$ cat config.mk
export PLATFORM = sky130hd
export DESIGN_NAME = msdap_conv_scheduler
export DESIGN_NICKNAME = d
export VERILOG_FILES = /design/src/rtl/msdap_pkg.sv /design/src/rtl/msdap_group_counter.sv /design/src/rtl/msdap_conv_scheduler.sv
export SDC_FILE = /design/constraint.sdc
export NUM_CORES = 1
export LEC_CHECK = 0
export ABC_AREA = 1
export CORE_UTILIZATION = 50
export DETAILED_ROUTE_END_ITERATION = 6
export PLACE_DENSITY = 0.81
export REMOVE_ABC_BUFFERS = 1
export SLEW_MARGIN = 30
export SYNTH_ARGS = -nofsm -noshare
export SYNTH_HDL_FRONTEND = slang
export SYNTH_SLANG_ARGS = --single-unit
$ cat constraint.sdc
create_clock -name sclk -period 2.4 [get_ports sclk]
set_input_delay 0.24 -clock sclk [delete_from_list [all_inputs] [get_ports sclk]]
set_output_delay 0.24 -clock sclk [all_outputs]
set_load 0.005 [all_outputs]
$ cat src/rtl/msdap_pkg.sv
// Shared definitions for the MSDAP convolution scheduler: memory sizes,
// ALU op encoding and scheduler state encoding.
package msdap_pkg;

    localparam int ORDER     = 256;
    localparam int NUM_RJ    = 16;
    localparam int NUM_COEFF = 512;

    // ALU op bits: bit0 selects subtract, bit1 requests a right shift after the add.
    localparam logic [1:0] OP_ADD   = 2'b00;
    localparam logic [1:0] OP_SUB   = 2'b01;
    localparam logic [1:0] OP_SHIFT = 2'b10;

    typedef enum logic [2:0] {
        S_IDLE,
        S_CLR,
        S_RUN,
        S_LATCH,
        S_DONE
    } state_t;

endpackage

$ cat src/rtl/msdap_group_counter.sv
// Walks the RJ groups of one channel: tracks the group index and the position
// inside the group, and flags the shift op and the final group.
module msdap_group_counter #(
    parameter int NUM_RJ = msdap_pkg::NUM_RJ,
    parameter int CNT_W  = 8
) (
    input  logic                      sclk,
    input  logic                      reset,
    input  logic                      clr,
    input  logic                      step,
    input  logic [CNT_W-1:0]          rj_data,
    output logic [$clog2(NUM_RJ)-1:0] rj_idx,
    output logic                      zero_group,
    output logic                      shift,
    output logic                      last_group
);

    localparam int RW = $clog2(NUM_RJ);

    logic [CNT_W-1:0] cnt;

    // An empty group still costs one op, and that op is its shift.
    assign zero_group = (rj_data == '0);
    assign shift      = zero_group || (cnt == rj_data - CNT_W'(1));
    assign last_group = (rj_idx == RW'(NUM_RJ - 1));

    // NOTE: state registers use non-blocking assignments so every flop samples pre-edge values.
    always_ff @(posedge sclk or posedge reset) begin
        if (reset) begin
            rj_idx <= '0;
            cnt    <= '0;
        end else if (clr) begin
            rj_idx <= '0;
            cnt    <= '0;
        end else if (step) begin
            if (shift) begin
                rj_idx <= rj_idx + RW'(1);
                cnt    <= '0;
            end else begin
                cnt <= cnt + CNT_W'(1);
            end
        end
    end

endmodule

$ cat src/rtl/msdap_conv_scheduler.sv
// Sequences the shared ALU through the sign/delay coefficient schedule for the
// left then right channel each time a new sample frame arrives.
module msdap_conv_scheduler #(
    parameter int ORDER     = msdap_pkg::ORDER,
    parameter int NUM_RJ    = msdap_pkg::NUM_RJ,
    parameter int NUM_COEFF = msdap_pkg::NUM_COEFF
) (
    input  logic                         sclk,
    input  logic                         reset,
    input  logic                         start_frame,
    input  logic [$clog2(ORDER)-1:0]     n_ptr,
    output logic [$clog2(NUM_RJ)-1:0]    rj_addr,
    input  logic [7:0]                   rj_data,
    output logic [$clog2(NUM_COEFF)-1:0] coeff_addr,
    input  logic [$clog2(ORDER):0]       coeff_data,
    output logic [$clog2(ORDER)-1:0]     data_addr,
    output logic                         chan,
    output logic                         alu_valid,
    output logic [1:0]                   alu_op,
    output logic                         alu_zero,
    output logic                         alu_clr,
    output logic                         result_latch,
    output logic                         busy,
    output logic                         done,
    output logic                         overrun
);

    import msdap_pkg::*;

    localparam int DW = $clog2(ORDER);
    localparam int CW = $clog2(NUM_COEFF);

    state_t        state;
    state_t        state_next;
    logic [DW-1:0] n_reg;
    logic [CW-1:0] coeff_idx;
    logic          grp_clr;
    logic          grp_zero;
    logic          grp_shift;
    logic          grp_last;

    msdap_group_counter #(
        .NUM_RJ (NUM_RJ),
        .CNT_W  (8)
    ) u_group_counter (
        .sclk       (sclk),
        .reset      (reset),
        .clr        (grp_clr),
        .step       (alu_valid),
        .rj_data    (rj_data),
        .rj_idx     (rj_addr),
        .zero_group (grp_zero),
        .shift      (grp_shift),
        .last_group (grp_last)
    );

    assign coeff_addr = coeff_idx;
    assign busy       = (state != S_IDLE);

    always_ff @(posedge sclk or posedge reset) begin
        if (reset) begin
            state     <= S_IDLE;
            chan      <= 1'b0;
            n_reg     <= '0;
            coeff_idx <= '0;
            overrun   <= 1'b0;
        end else begin
            state   <= state_next;
            // A frame arriving mid-schedule is dropped; only the flag records it.
            overrun <= start_frame && (state != S_IDLE);
            if (state == S_IDLE && start_frame) begin
                chan      <= 1'b0;
                n_reg     <= n_ptr;
                coeff_idx <= '0;
            end
            if (state == S_LATCH && !chan) begin
                chan <= 1'b1;
            end
            // Coefficient index runs on across both channels and wraps naturally.
            if (state == S_RUN && !grp_zero) begin
                coeff_idx <= coeff_idx + CW'(1);
            end
        end
    end

    always_comb begin
        // NOTE: every output gets a default first so no branch can infer a latch.
        state_next   = state;
        grp_clr      = 1'b0;
        alu_valid    = 1'b0;
        alu_op       = OP_ADD;
        alu_zero     = 1'b0;
        alu_clr      = 1'b0;
        result_latch = 1'b0;
        done         = 1'b0;
        data_addr    = '0;

        case (state)
            S_IDLE: begin
                if (start_frame) begin
                    state_next = S_CLR;
                end
            end
            S_CLR: begin
                alu_clr    = 1'b1;
                grp_clr    = 1'b1;
                state_next = S_RUN;
            end
            S_RUN: begin
                alu_valid = 1'b1;
                data_addr = n_reg - coeff_data[DW-1:0];
                if (grp_zero) begin
                    alu_zero = 1'b1;
                    alu_op   = OP_SHIFT;
                end else begin
                    alu_op = (coeff_data[DW] ? OP_SUB : OP_ADD) |
                             (grp_shift ? OP_SHIFT : OP_ADD);
                end
                if (grp_shift && grp_last) begin
                    state_next = S_LATCH;
                end
            end
            S_LATCH: begin
                result_latch = 1'b1;
                state_next   = chan ? S_DONE : S_CLR;
            end
            S_DONE: begin
                done       = 1'b1;
                state_next = S_IDLE;
            end
            default: begin
                state_next = S_IDLE;
            end
        endcase
    end

endmodule

Word level (Yosys, flattened, before mapping)
Index checks and enable logic that the tools add are counted.
- register bits after elaboration: 34
- bits in latches: 0
- bits in writable memories: 0
- ROM bits: 0
- memories: 0
- $add $sub $neg: 5
- multipliers: 0
- divide/modulo/power cells: 0
- magnitude comparators: 0
- equality and inequality tests: 8
- shift operators: 0
- multiplexer cells: 25
- bitwise operators: 1
- reductions and logical operators: 17
- operators by type and width (kind ; count):
    8-bit 2-to-1 mux ; 4
    9-bit 2-to-1 mux ; 2
    4-bit 2-to-1 mux ; 3
    3-bit case mux with 4 select lines ; 1
    9-bit by 1-bit adder with 9-bit output, second input constant ; 1
    1-bit 2-to-1 mux ; 9
    3-bit 2-to-1 mux ; 3
    8-bit by 1-bit adder with 8-bit output, second input constant ; 1
    8-bit == test ; 1
    8-bit logical NOT ; 1
    2-bit nonzero test ; 4
    8-bit by 1-bit subtractor with 8-bit output, second input constant ; 1
    8-bit subtractor ; 1
    3-bit by 2-bit == test with 1-bit output, second input constant ; 2
    2-bit 2-to-1 mux ; 3
    1-bit logical AND ; 5
    4-bit by 1-bit adder with 4-bit output, second input constant ; 1
    4-bit == test, second input constant ; 1
    2-bit AND reduction ; 2
    3-bit by 1-bit == test with 1-bit output, second input constant ; 1
    3-bit == test, second input constant ; 1
    3-bit logical NOT ; 1
    3-bit nonzero test ; 1
    1-bit logical NOT ; 2
    4 further kinds ; 4

Logic depth before layout (Yosys ltp)
- depth after elaboration: 7
- depth in mapped cells: 14

By module
Synthesis repeated with hierarchy kept, for this count alone.
- cells, all modules: 342
- area total of the unflattened synthesis: 2474.9 um^2
- modules (own cells, without submodules) (module ; instances ; cells an instance ; area an instance (um^2)):
    msdap_conv_scheduler ; 1 ; 194 ; 1455.1
    msdap_group_counter ; 1 ; 148 ; 1019.7

Least setup slack after synthesis
No wires, ideal clock.
- path type: register to output
- start: register n_reg[0]
- end: output port data_addr[6]
- arrival: 1.660 ns
- path slack: 0.500 ns
- stages on the path, launching flop included: 14
- cell sequence: dfrtp_1 inv_1 ha_1 inv_1 fa_1 nand2_1 nand2_1 a21oi_1 inv_1 nand2_1 nand2_1 a21oi_1 xor2_1 nor2_1
- word-level cells in the longest chain between the ends: 2
- ends and longest elaborated chain (what ; RTL line ; RTL):
    start, declared ; msdap_conv_scheduler.sv:35 ; logic [DW-1:0] n_reg;
    start signal, assigned ; msdap_conv_scheduler.sv:73 ; n_reg <= n_ptr;
    8-bit subtractor ; msdap_conv_scheduler.sv:111 ; data_addr = n_reg - coeff_data[DW-1:0];
    8-bit 2-to-1 mux ; msdap_conv_scheduler.sv:98 ; case (state)
    end, declared ; msdap_conv_scheduler.sv:16 ; output logic [$clog2(ORDER)-1:0] data_addr,
Every way passes these cells.

Final worst setup path
Same ends and word-level chain as after synthesis.

==> qor.yml <==
run_status: "finished with violations"
violations: "negative setup slack"
leakage_nw: 1.66
clk_latency_ps: 280
hpwl_um: 4190
vias: 2330
relSlewSlack: 0.701
rsz0062_at_grt: "true"
cts_sinks: 34
dieArea_um2: 5070
power.density_nw_per_um2: 996
syn_area_per_cell_um2: 7.95
end_kind: "primary output"
areaGrowthSynthToFinish_pct: 40.3
cp-start-kind: "register"
synth_area_um2: 2390
drt.antenna.violating_nets: 0
rrSetupSlack_ps: 580
gp_congestion: 0.834
top_layer: "met4"
r2r_cells: 12
gr-total-overflow: 0
postSynthCellCount: 301
fin_hold_ws_ps: 358
crit_required_ps: 2160
num_rows: 24
ys_types: 39
fmax_mhz: 406
timing.rr.start: "state[1]"
cts_tree: "done"
ys_seq_area_frac: 0.356
hp-class: "in -> async"
antenna_found_initial: 0
maxCapViolCount: 0
drc: 0
numCtsBuffers: 5
final_max_slew_viol_count: 0
placement.io_buffers: 58
core_region_area_um2: 4470
tightestPinTransition_ps: 444
drive_above_1_share: 0.247
fin_crit_sh: 1.03
cts-root-buf: "clkbuf_8"
yosysWarningCount: 0
synth-async-reset-ratio: 1.00
grt_max_degree: 35
synth_ff_type: "dfrtp_1"
path_class: "reg -> out"
vias_per_cell: 5.30
routedWlPerCell_um: 13.7
grt_pass1_wl_um: 9810
finalSetupViolCount: 1
start_util: 0.535
drt-pass1-iter-count: 6
critPathMaxFanout: 3
vdd_drop_max_mv: 0.575
wirelength_met1_um: 2570
n_fill_cell: 335
finClkSkew_ps: 6.94
ios: 59
grt_use_total: 0.244
largest_reg_flops: 9
postCtsHoldBufs: 0
reg2reg_to: "coeff_addr[7]"
die_w_um: 71.2
grt_pass1_vias: 2298
synth_edf_count: 0
worst_ep_arrival_time_ps: 2220
wirelength_um: 6020
worst_slack_ps: -64.5
drt_iter0_drc: 80
path_clk_slew_ps: 70
synth_seq_cells: 34
final-hold-violation-count: 0
die_h_um: 71.2
wl_met2_um: 3100
clockBufferDepth: 2
cts_max_level: 2
fin_nets: 428
totalNegativeSetupSlack_ps: -64.5
antennaDiodeCount: 0
period_needed_ps: 2460
place_ws_ps: -380
wl_met3_um: 245
routing by layer:
metal,track usage,vias up
met5,0,-
met4,0.0689,0
met3,0.0499,14
met2,0.439,61
met1,0.293,1120
li1,-,1135
synthesized netlist by cell type (2+ instances only):
library cell	number	area, um^2
nand2_4	5	56.3
nand2_1	69	259
nor2_2	9	56.3
inv_2	5	18.8
xnor2_1	3	26.3
o22ai_2	2	25.0
nor3_2	3	30.0
xor2_1	13	114
o22ai_1	7	43.8
inv_1	44	165
o21ai_2	3	26.3
nand3_1	13	65.1
buf_2	2	10.0
nor4_1	3	18.8
nand4_1	4	25.0
nand3_2	2	20.0
a21oi_1	13	65.1
o21ai_0	9	45.0
dfrtp_1	34	851
nand2_2	6	37.5
nor2_1	20	75.1
nand3_4	2	35.0
nor3_1	3	15.0
ha_1	12	150
layout make-up:
cell class | count | area [um^2] | area share
sequential | 34 | 851 | 0.253
clock buffer | 7 | 86.3 | 0.0257
multi-input combinational | 212 | 1380 | 0.411
clock inverter | 1 | 5.00 | 0.00149
inverter | 51 | 199 | 0.0593
tap | 52 | 65.1 | 0.0194
timing repair buffer | 83 | 772 | 0.230
cell families (layout without fill, tap and decap cells):
family | after synthesis | count (layout) | share of synthesized area
flip-flops | 34 | 34 | 0.356
AO/OA/AOI/OAI | 37 | 37 | 0.0957
adder cells (fa/ha/maj) | 13 | 13 | 0.0711
AND/OR/NAND/NOR | 145 | 145 | 0.317
XOR/XNOR | 17 | 17 | 0.0654
buffers and inverters | 55 | 142 | 0.0952
what timing repair did:
action                     4_1_cts  5_1_grt
setup endpoints to repair        6        7
pin swaps                        5       12
gates resized for setup         13       23
setup buffers                    1        5
per-stage QoR:
stage / power [W] / instance area (um^2) / utilization / cells
6_report: 0.00334 / 3360 / 0.750 / 440
5_1_grt: 0.00359 / 3360 / 0.750 / 440
4_1_cts: 0.00317 / 3270 / 0.730 / 435
3_5_place_dp: 0.00270 / 3150 / 0.704 / 426
3_3_place_gp: 0.00265 / 3150 / 0.704 / 426
2_1_floorplan: 0.00199 / 2360 / - / 297
worst max-delay path by stage:
stage                        startpoint      endpoint  slack (ps)  cells past startpoint
after floorplan                n_reg[0]  data_addr[6]         500                     13
after CTS                      n_reg[0]  data_addr[6]        -110                     14
after detailed placement  coeff_data[0]  data_addr[6]        -380                     14
final                          n_reg[0]  data_addr[6]         -60                     14
after global placement    coeff_data[0]  data_addr[6]        -340                     14
after global routing           n_reg[0]  data_addr[6]        -140                     14
critical path, cell delays in order (launching register included):
cell      delay, ps
dfrtp_1         380
inv_2            80
ha_4            130
inv_2            40
fa_2            370
nand2_1          80
nand2_1          70
a21oi_2         150
inv_2            50
nand2_1          70
nand2_1          70
a21oi_2         150
xor2_1          150
nor2_1           60
clkbuf_2        110
report_power, final:
group	total (W)	internal (W)	switching (W)	leakage [nW]
clock	0.000437	0.000231	0.000206	0.0482
combinational	0.00197	0.000914	0.00106	1.16
sequential	0.000934	0.000761	0.000173	0.450
total	0.00334	0.00191	0.00144	1.66
cells in the final DEF, fill, tap and decap left out, types with 2 or more instances in the layout:
cell type / Yosys / layout
nand2_1: 69 / 69
clkdlybuf4s50_1: 0 / 49
inv_1: 44 / 39
dfrtp_1: 34 / 34
buf_4: 1 / 24
nor2_1: 20 / 19
nand3_1: 13 / 13
xor2_1: 13 / 13
nor2_2: 9 / 10
inv_2: 5 / 10
ha_1: 12 / 9
o21ai_0: 9 / 8
a21oi_1: 13 / 8
o22ai_1: 7 / 7
nand2_2: 6 / 6
clkbuf_8: 0 / 6
nand2_4: 5 / 5
a21oi_2: 0 / 5
o21ai_2: 3 / 4
nand4_1: 4 / 4
xnor2_1: 3 / 3
nor3_2: 3 / 3
nor3_1: 3 / 3
nor4_1: 3 / 3
ha_4: 0 / 3
dlymetal6s2s_1: 0 / 3
nand3_4: 2 / 2
o22ai_2: 2 / 2
nand3_2: 2 / 2
dlygate4sd2_1: 0 / 2
clkbuf_2: 0 / 2
(Power assumes the default switching activity.)
